$ cat src/rtl/player_state_tx.sv
// 8N1 UART transmitter for the local player's state frame:
// SYNC, {00,level,x[11:8]}, x[7:0], {0000,y[11:8]}, y[7:0], XOR checksum.
module player_state_tx #(
    parameter int          CLK_HZ       = 65_000_000,
    parameter int          BAUD         = 115_200,
    parameter int          CLKS_PER_BIT = CLK_HZ / BAUD,
    parameter logic [7:0]  SYNC_BYTE    = 8'hA5
) (
    input  logic        clk,
    input  logic        rst,
    input  logic        send_req,
    input  logic [1:0]  level,
    input  logic [11:0] x_value,
    input  logic [11:0] y_value,
    output logic        tx,
    output logic        busy,
    output logic        frame_done,
    output logic        req_dropped
);

    localparam int CW = (CLKS_PER_BIT > 1) ? $clog2(CLKS_PER_BIT) : 1;
    localparam logic [CW-1:0] BAUD_LAST = CW'(CLKS_PER_BIT - 1);

    typedef enum logic [1:0] {IDLE, START, DATA, STOP} state_t;

    state_t         state, state_d;
    logic [CW-1:0]  baud_cnt, baud_cnt_d;
    logic [2:0]     bit_idx, bit_idx_d;
    logic [2:0]     byte_idx, byte_idx_d;
    logic           load;
    logic           tx_d, done_d;

    logic [1:0]     snap_level;
    logic [11:0]    snap_x, snap_y;
    logic [7:0]     b1, b2, b3, b4, chk, cur_byte;

    assign b1  = {2'b00, snap_level, snap_x[11:8]};
    assign b2  = snap_x[7:0];
    assign b3  = {4'b0000, snap_y[11:8]};
    assign b4  = snap_y[7:0];
    assign chk = b1 ^ b2 ^ b3 ^ b4;

    always_comb begin
        case (byte_idx)
            3'd0:    cur_byte = SYNC_BYTE;
            3'd1:    cur_byte = b1;
            3'd2:    cur_byte = b2;
            3'd3:    cur_byte = b3;
            3'd4:    cur_byte = b4;
            default: cur_byte = chk;
        endcase
    end

    always_comb begin
        state_d    = state;
        baud_cnt_d = baud_cnt + CW'(1);
        bit_idx_d  = bit_idx;
        byte_idx_d = byte_idx;
        load       = 1'b0;
        done_d     = 1'b0;
        case (state)
            IDLE: begin
                baud_cnt_d = '0;
                if (send_req) begin
                    load       = 1'b1;
                    byte_idx_d = '0;
                    bit_idx_d  = '0;
                    state_d    = START;
                end
            end
            START: begin
                if (baud_cnt == BAUD_LAST) begin
                    baud_cnt_d = '0;
                    bit_idx_d  = '0;
                    state_d    = DATA;
                end
            end
            DATA: begin
                if (baud_cnt == BAUD_LAST) begin
                    baud_cnt_d = '0;
                    if (bit_idx == 3'd7) begin
                        state_d = STOP;
                    end else begin
                        bit_idx_d = bit_idx + 3'd1;
                    end
                end
            end
            STOP: begin
                if (baud_cnt == BAUD_LAST) begin
                    baud_cnt_d = '0;
                    if (byte_idx < 3'd5) begin
                        byte_idx_d = byte_idx + 3'd1;
                        state_d    = START;
                    end else begin
                        state_d = IDLE;
                        done_d  = 1'b1;
                    end
                end
            end
            default: state_d = IDLE;
        endcase

        // tx is registered, so it is derived from the state being entered
        case (state_d)
            START:   tx_d = 1'b0;
            DATA:    tx_d = cur_byte[bit_idx_d];
            default: tx_d = 1'b1;
        endcase
    end

    always_ff @(posedge clk) begin
        if (rst) begin
            state       <= IDLE;
            baud_cnt    <= '0;
            bit_idx     <= '0;
            byte_idx    <= '0;
            tx          <= 1'b1;
            busy        <= 1'b0;
            frame_done  <= 1'b0;
            req_dropped <= 1'b0;
        end else begin
            state       <= state_d;
            baud_cnt    <= baud_cnt_d;
            bit_idx     <= bit_idx_d;
            byte_idx    <= byte_idx_d;
            tx          <= tx_d;
            busy        <= (state_d != IDLE);
            frame_done  <= done_d;
            req_dropped <= send_req && (state != IDLE);
        end
    end

    always_ff @(posedge clk) begin
        if (rst) begin
            snap_level <= '0;
            snap_x     <= '0;
            snap_y     <= '0;
        end else if (load) begin
            snap_level <= level;
            snap_x     <= x_value;
            snap_y     <= y_value;
        end
    end

endmodule

$ cat config.mk
export PLATFORM = sky130hd
export DESIGN_NAME = player_state_tx
export DESIGN_NICKNAME = d
export VERILOG_FILES = /design/src/rtl/player_state_tx.sv
export SDC_FILE = /design/constraint.sdc
export NUM_CORES = 1
export LEC_CHECK = 0
export BUFFER_PORTS_ARGS = -buffer_cell sky130_fd_sc_hd__buf_4
export CORE_MARGIN = 4
export CORE_UTILIZATION = 62
export DETAILED_ROUTE_END_ITERATION = 16
export GPL_ROUTABILITY_DRIVEN = 1
export PLACE_DENSITY = 0.91
export SYNTH_ARGS = -nofsm -noshare
export SYNTH_HDL_FRONTEND = slang
export SYNTH_SLANG_ARGS = --single-unit
$ cat constraint.sdc
create_clock -name clk -period 6.6 [get_ports clk]
set_input_delay 0.33 -clock clk [delete_from_list [all_inputs] [get_ports clk]]
set_output_delay 0.33 -clock clk [all_outputs]
set_load 0.02 [all_outputs]
==> results of run 1 <==
## routing by layer
layer | global-route usage | part of all wire | up-vias
met3 | 0.0455 | 0.046 | 13
met4 | 0.0861 | 0.022 | 0
met5 | 0 | 0 | -
li1 | - | - | 1134
met1 | 0.266 | 0.44 | 1061
met2 | 0.372 | 0.49 | 72
## state kept, by name, summed over array words and instances (netlist names)
name	cells
frame_done	1
snap_level	2
tx	1
req_dropped	1
baud_cnt	10
byte_idx	3
busy	1
snap_x	12
bit_idx	3
snap_y	12
state	2
## power breakdown
group / switching [µW] / internal [µW]
logic: 33.3 / 31.5
clock network: 93.4 / 93.4
registers: 12.9 / 302
## how the worst min path moves through the flow
| stage | cells after the start | endpoint | start | slack, ns |
|---|---|---|---|---|
| 2_1_floorplan | 1 | baud_cnt[0] | baud_cnt[0] | 0.43 |
| 3_3_place_gp | 1 | baud_cnt[0] | baud_cnt[0] | 0.44 |
| 3_5_place_dp | 1 | baud_cnt[0] | baud_cnt[0] | 0.45 |
| 4_1_cts | 3 | snap_x[6] | x_value[6] | 0.26 |
| 5_1_grt | 3 | snap_y[1] | y_value[1] | 0.27 |
| 6_report | 3 | snap_x[6] | x_value[6] | 0.27 |
## per-stage QoR
stage | hold slack [ns] | instances
after floorplan | 0.426 | 315
after global placement | 0.442 | 381
after detailed placement | 0.450 | 381
after CTS | 0.265 | 388
after global routing | 0.271 | 388
final | 0.270 | 388
## cells in the mapped netlist, drive strengths merged (2+ instances only)
cell | n | area [µm²]
o41ai | 4 | 35.0
and3 | 4 | 26.3
xnor2 | 11 | 96.3
a21oi | 36 | 184
clkbuf | 13 | 78.8
o21ai | 14 | 70.1
nor2b | 2 | 12.5
nand2b | 4 | 32.5
xor2 | 12 | 105
or3 | 4 | 25.0
ha | 7 | 87.6
a211oi | 2 | 20.0
nor3b | 2 | 26.3
o211ai | 2 | 15.0
a31oi | 4 | 40.0
nand3 | 6 | 42.5
a32oi | 2 | 17.5
nand2 | 71 | 267
and2b | 2 | 16.3
dfxtp | 48 | 961
o31ai | 2 | 15.0
inv | 7 | 26.3
nor3 | 5 | 30.0
mux2i | 5 | 50.1
a22oi | 6 | 45.0
buf | 4 | 26.3
nor2 | 22 | 92.6
## logic make-up after synthesis
| family | Yosys count | synth area share |
|---|---|---|
| simple gates | 127 | 0.239 |
| compound gates | 80 | 0.204 |
| flops | 48 | 0.371 |
| buf+inv | 24 | 0.0508 |
| xor+xnor | 23 | 0.0778 |
| fa+ha+maj | 7 | 0.0338 |
| mux | 6 | 0.0237 |
## layout make-up
type / count / area, µm²
Multi-Input combinational cell: 243 / 1500
Fill cell: 319 / 1140
Sequential cell: 48 / 961
Timing Repair Buffer: 33 / 248
Inverter: 7 / 26.3
Clock buffer: 7 / 96.3
Tap cell: 50 / 62.6
## worst max-delay path: stages (launching register included)
cell and delay [ns]:
sky130_fd_sc_hd__dfxtp_1 0.76, sky130_fd_sc_hd__nor2_4 0.11, sky130_fd_sc_hd__nand2_1 0.74, sky130_fd_sc_hd__o311a_4 0.37, sky130_fd_sc_hd__nor2_2 0.07, sky130_fd_sc_hd__mux2_1 0.31, sky130_fd_sc_hd__o211a_1 0.22, sky130_fd_sc_hd__a211oi_2 0.18
==> flow_summary.rst, run 1 <==
.. list-table::
   :header-rows: 1

   * - Metric
     - Value
   * - Outcome
     - completed
   * - Largest fanout of any net on the critical path
     - 29
   * - Width of the chip
     - between 70 and 80 µm
   * - Root Buffer
     - sky130_fd_sc_hd__clkbuf_8
   * - Final Wtd Congestion
     - about 0.85
   * - Cells after Synth
     - approximately 320
   * - Detailed Route WL
     - 5510 µm
   * - Antenna violations before repair
     - 0
   * - CP startpoint kind
     - flip-flop
   * - Worst IR Drop VDD
     - around 120 µV
   * - Post-DR wirelength/cell
     - 14.2 µm
   * - Clk sinks
     - 48
   * - Setup TNS
     - 0 ns
   * - Count of antenna-violating nets left after detailed routing
     - 0
   * - Flip-flop and latch count after synthesis
     - 48
   * - Count of buffers inserted at the top-level ports
     - 32
   * - Deepest clock path buffer count
     - 2
   * - Commonest non-fill, non-tap cells in the layout
     - 71 x sky130_fd_sc_hd__nand2_1, 48 x sky130_fd_sc_hd__dfxtp_1, 35 x sky130_fd_sc_hd__a21oi_1, 33 x sky130_fd_sc_hd__buf_4, 20 x sky130_fd_sc_hd__nor2_1
   * - Post-DP Area
     - approximately 2800 µm²
   * - Worst endpoint required time
     - between 6 and 7 ns
   * - Worst skew pair latency
     - 0.30 ns
   * - Rows
     - 23
   * - Initial Util
     - 0.643
   * - Ratio of cells with drive above 1 in the final layout
     - 0.163
   * - Timing startpoint of the critical path
     - state[1]
   * - Post CTS Setup Buffer Count
     - 0
   * - First-pass GRT wire length
     - ~9200 µm
   * - Unique cell type count in the Yosys netlist
     - between 50 and 60
   * - Worst reg-to-reg path cell count
     - 7
   * - Number of nets in the layout
     - around 370
   * - Least-Margin Pin Slew
     - roughly 1 ns
   * - HPWL after DPL
     - between 3000 and 4000 µm
   * - Pin count of the biggest net entering global routing
     - 43
   * - Post-synth ARST share
     - 0
   * - Number of diodes added for antenna fixing
     - 0
   * - Most frequent standard cell in the layout excluding fill and tap cells
     - sky130_fd_sc_hd__nand2_1
   * - Final Hold Vio Count
     - 0
   * - Relative slew slack
     - 0.349
   * - Synthesized netlist net count
     - between 300 and 400
   * - Worst Setup End Kind
     - flip-flop
   * - Post-layout power
     - about 570 µW
   * - DRC violations left
     - 0
   * - Count of H-tree levels built during CTS
     - 2
   * - Quantity of gates resized following cts
     - 0
   * - Die outline area
     - roughly 5300 µm²
   * - Pre-CTS setup slack
     - approximately 3.8 ns
   * - Final Cycle Share
     - 0.429
   * - Area added between synthesis and finish
     - 11.6%
   * - Leak
     - around 0.0011 µW
   * - Overall routing resource usage
     - 0.218
   * - Via count
     - approximately 2,300
   * - Final core occ
     - 0.717
   * - Clock-pin slew reported for the worst setup and hold paths after clock tree synthesis
     - about 0.09 ns
   * - PnR worst setup slack
     - 3.77 ns
   * - Dominant synthesized flop cell
     - sky130_fd_sc_hd__dfxtp_1
   * - Routed via count divided by cell count
     - slightly below 6
   * - Remaining global-route overflow
     - 0
   * - Final critical delay including setup and external delays
     - roughly 2.8 ns
   * - Class of the tightest hold or removal check
     - primary input to flip-flop
   * - Number of global-route vias before repair
     - 2,150
   * - Number of setup violations in the final report
     - 0
   * - Maximum capacitance violations
     - 0
   * - Kind of critical path
     - flip-flop to flip-flop
   * - Boundary pin count
     - 33
   * - Clock buffers created by TritonCTS
     - 5
   * - Crit path to
     - tx
   * - Number of synthesized flops with an enable pin
     - 0
   * - Overall die height
     - 72.6 µm
   * - Launching point of the worst reg2reg path
     - state[1]
   * - Reg2reg setup slack
     - roughly 3.8 ns
   * - Detailed-router iteration count before antenna repair
     - 4
   * - Setup repair after global routing missed its margin
     - false
   * - Average instance area after synthesis
     - 8.22 µm²
   * - Total of hold buffers inserted after clock tree synthesis
     - 0
   * - Final design instance area without fill
     - around 2900 µm²
   * - Pins Over Slew Limit
     - 0
   * - Maximum clock skew at final layout
     - 0.00614 ns
   * - Max Freq
     - 0.353 GHz
   * - Power per cell area
     - a little under 200 nW/µm²
   * - Synthesized cell area
     - ~2600 µm²
   * - Core area
     - a little over 4000 µm²
   * - Critical register-to-register path endpoint
     - tx
   * - Critical path arrival
     - about 3.1 ns
   * - Clock tree from TritonCTS
     - built
   * - Number of warnings issued by yosys
     - 0
   * - Sequential share of the synthesized area
     - 0.371
   * - Number of DRC markers in iteration 0
     - around 260
No activity file was read; power rests on OpenSTA's default activity.
==> inputs of run 2 (changes only) <==
- CORE_UTILIZATION: 62 -> 52
- PLACE_DENSITY: 0.91 -> 0.82
- clock period: 6.6 -> 2.4 ns (I/O delays scaled with it)
==> run 2 against run 1 <==
- cell count rose by 6.7%
- count of clock-buffer cells in the layout fell by 1
- largest power group unchanged
- critical path type unchanged
- utilization fell by 9.1 points
- non-clock buffer count rose by 8
- sequential share of layout area fell by 1.1 points
==> flow_summary.rst, run 2 (synthesis gave the netlist of run 1 again) <==
.. list-table::
   :header-rows: 1

   * - Metric
     - Value
   * - Overall routing resource usage
     - 0.189
   * - Die outline area
     - ~6200 µm²
   * - Worst Setup End Kind
     - flip-flop
   * - Critical path arrival
     - about 2.5 ns
   * - Root Buffer
     - sky130_fd_sc_hd__clkbuf_8
   * - Pins Over Slew Limit
     - 0
   * - Maximum capacitance violations
     - 0
   * - HPWL after DPL
     - 3900 µm
   * - Remaining global-route overflow
     - 0
   * - Final Cycle Share
     - 0.929
   * - Core area
     - around 4800 µm²
   * - Number of DRC markers in iteration 0
     - ~110
   * - Class of the tightest hold or removal check
     - primary input to flip-flop
   * - First-pass GRT wire length
     - 9520 µm
   * - Setup TNS
     - 0 ns
   * - Dpl cells
     - approximately 400
   * - Commonest non-fill, non-tap cells in the layout
     - 71 x sky130_fd_sc_hd__nand2_1, 47 x sky130_fd_sc_hd__dfxtp_1, 41 x sky130_fd_sc_hd__buf_4, 35 x sky130_fd_sc_hd__a21oi_1, 20 x sky130_fd_sc_hd__nor2_1
   * - Count of antenna-violating nets left after detailed routing
     - 0
   * - Final critical delay including setup and external delays
     - roughly 2.2 ns
   * - Pin count of the biggest net entering global routing
     - 43
   * - Number of setup violations in the final report
     - 0
   * - Width of the chip
     - about 80 µm
   * - Final Wtd Congestion
     - approximately 0.86
   * - Clock tree from TritonCTS
     - built
   * - DRC violations left
     - 0
   * - Total of hold buffers inserted after clock tree synthesis
     - 0
   * - Ratio of cells with drive above 1 in the final layout
     - 0.187
   * - Relative slew slack
     - 0.617
   * - Post-Layout Cell Count
     - between 400 and 500
   * - Leak
     - roughly 0.0012 µW
   * - Largest registers
     - snap_x (12), snap_y (12), baud_cnt (10)
   * - Worst IR Drop VDD
     - 261 µV
   * - Clock buffers created by TritonCTS
     - 5
   * - Outcome
     - completed
   * - Area added between synthesis and finish
     - 15.8%
   * - Power per cell area
     - ~540 nW/µm²
   * - Worst skew pair latency
     - 0.30 ns
   * - Post CTS Setup Buffer Count
     - 0
   * - Detailed-router iteration count before antenna repair
     - 4
   * - Detailed Route WL
     - 5280 µm
   * - Count of H-tree levels built during CTS
     - 2
   * - Antenna violations before repair
     - 0
   * - Combined flip-flop and latch cell area
     - around 960 µm²
   * - Total area of multi-input combinational cells
     - between 1500 and 2000 µm²
   * - Via count
     - about 2,200
   * - Rows
     - 25
   * - Final Hold Vio Count
     - 0
   * - Routed via count divided by cell count
     - approximately 5.4
   * - Kind of critical path
     - flip-flop to flip-flop
   * - Clk sinks
     - 48
   * - Post-DR wirelength/cell
     - around 13 µm
   * - Least-Margin Pin Slew
     - ~0.57 ns
   * - Maximum clock skew at final layout
     - 0.0143 ns
   * - Count of buffers inserted at the top-level ports
     - 32
   * - Initial Util
     - 0.541
   * - Deepest clock path buffer count
     - 2
   * - Largest fanout of any net on the critical path
     - 5
   * - Overall die height
     - 78.6 µm
   * - CP startpoint kind
     - flip-flop
   * - Setup repair after global routing missed its margin
     - false
   * - Most frequent standard cell in the layout excluding fill and tap cells
     - sky130_fd_sc_hd__nand2_1
   * - Clock-pin slew reported for the worst setup and hold paths after clock tree synthesis
     - roughly 0.09 ns
   * - Worst endpoint required time
     - approximately 2.6 ns
   * - Number of nets in the layout
     - about 380
   * - Max Freq
     - roughly 0.45 GHz
   * - Boundary pin count
     - 33
   * - Number of diodes added for antenna fixing
     - 0
   * - Fillers
     - 424
   * - Number of global-route vias before repair
     - ~2,100
   * - Post-layout power
     - roughly 1600 µW
## run 2: critical path, stage by stage (launching register included)
cell and delay [ns]:
sky130_fd_sc_hd__dfxtp_1 0.39, sky130_fd_sc_hd__ha_4 0.17, sky130_fd_sc_hd__nor3b_4 0.23, sky130_fd_sc_hd__nand3_4 0.12, sky130_fd_sc_hd__o311a_4 0.40, sky130_fd_sc_hd__nor2_2 0.15, sky130_fd_sc_hd__mux2_1 0.34, sky130_fd_sc_hd__o211a_1 0.21
sky130_fd_sc_hd__a211oi_2 0.17
## run 2: final cells by class
class | count | area share
timing repair buffer | 41 | 0.103
multi-input combinational | 243 | 0.504
inverter | 7 | 0.00877
clock buffer | 6 | 0.0242
sequential | 48 | 0.321
clock inverter | 2 | 0.0117
tap | 67 | 0.0280
## run 2: final timing paths
check,start,endpoint,slack [ns],depth (start not counted)
max reg2reg,baud_cnt[1],tx,0.17,8
max,baud_cnt[1],tx,0.17,8
min,x_value[10],snap_x[10],0.06,3
min reg2reg,baud_cnt[0],baud_cnt[0],0.46,1
## run 2: layer usage
metal	track usage	part of all wire	up-vias
li1	-	-	1156
met5	0	0	-
met1	0.245	0.46	1020
met2	0.307	0.49	36
met4	0.0717	0.014	0
met3	0.0390	0.034	7
## run 2: timing repair
item,4_1_cts,5_1_grt
endpoints found under the hold margin,0,0
resized for setup,0,3
endpoints found under the setup margin,0,1
## run 2: metrics by stage
step,instance area [µm²],setup WS (ns),utilization,hold slack [ns]
2_1_floorplan,2590,0.102,-,0.253
3_3_place_gp,2880,0.183,0.601,0.366
3_5_place_dp,2880,0.0891,0.601,0.375
4_1_cts,2980,0.0819,0.623,0.0494
5_1_grt,3000,0.0246,0.626,0.0422
6_report,3000,0.170,0.626,0.0595
## run 2: where the power goes
part | internal (µW) | switching (µW) | total (µW) | leakage, µW
Combinational | 90.4 | 92.3 | 183 | 0.000732
Clock | 309 | 257 | 566 | 0.0000552
Sequential | 830 | 32.7 | 863 | 0.000392
Total | 1230 | 382 | 1610 | 0.00118
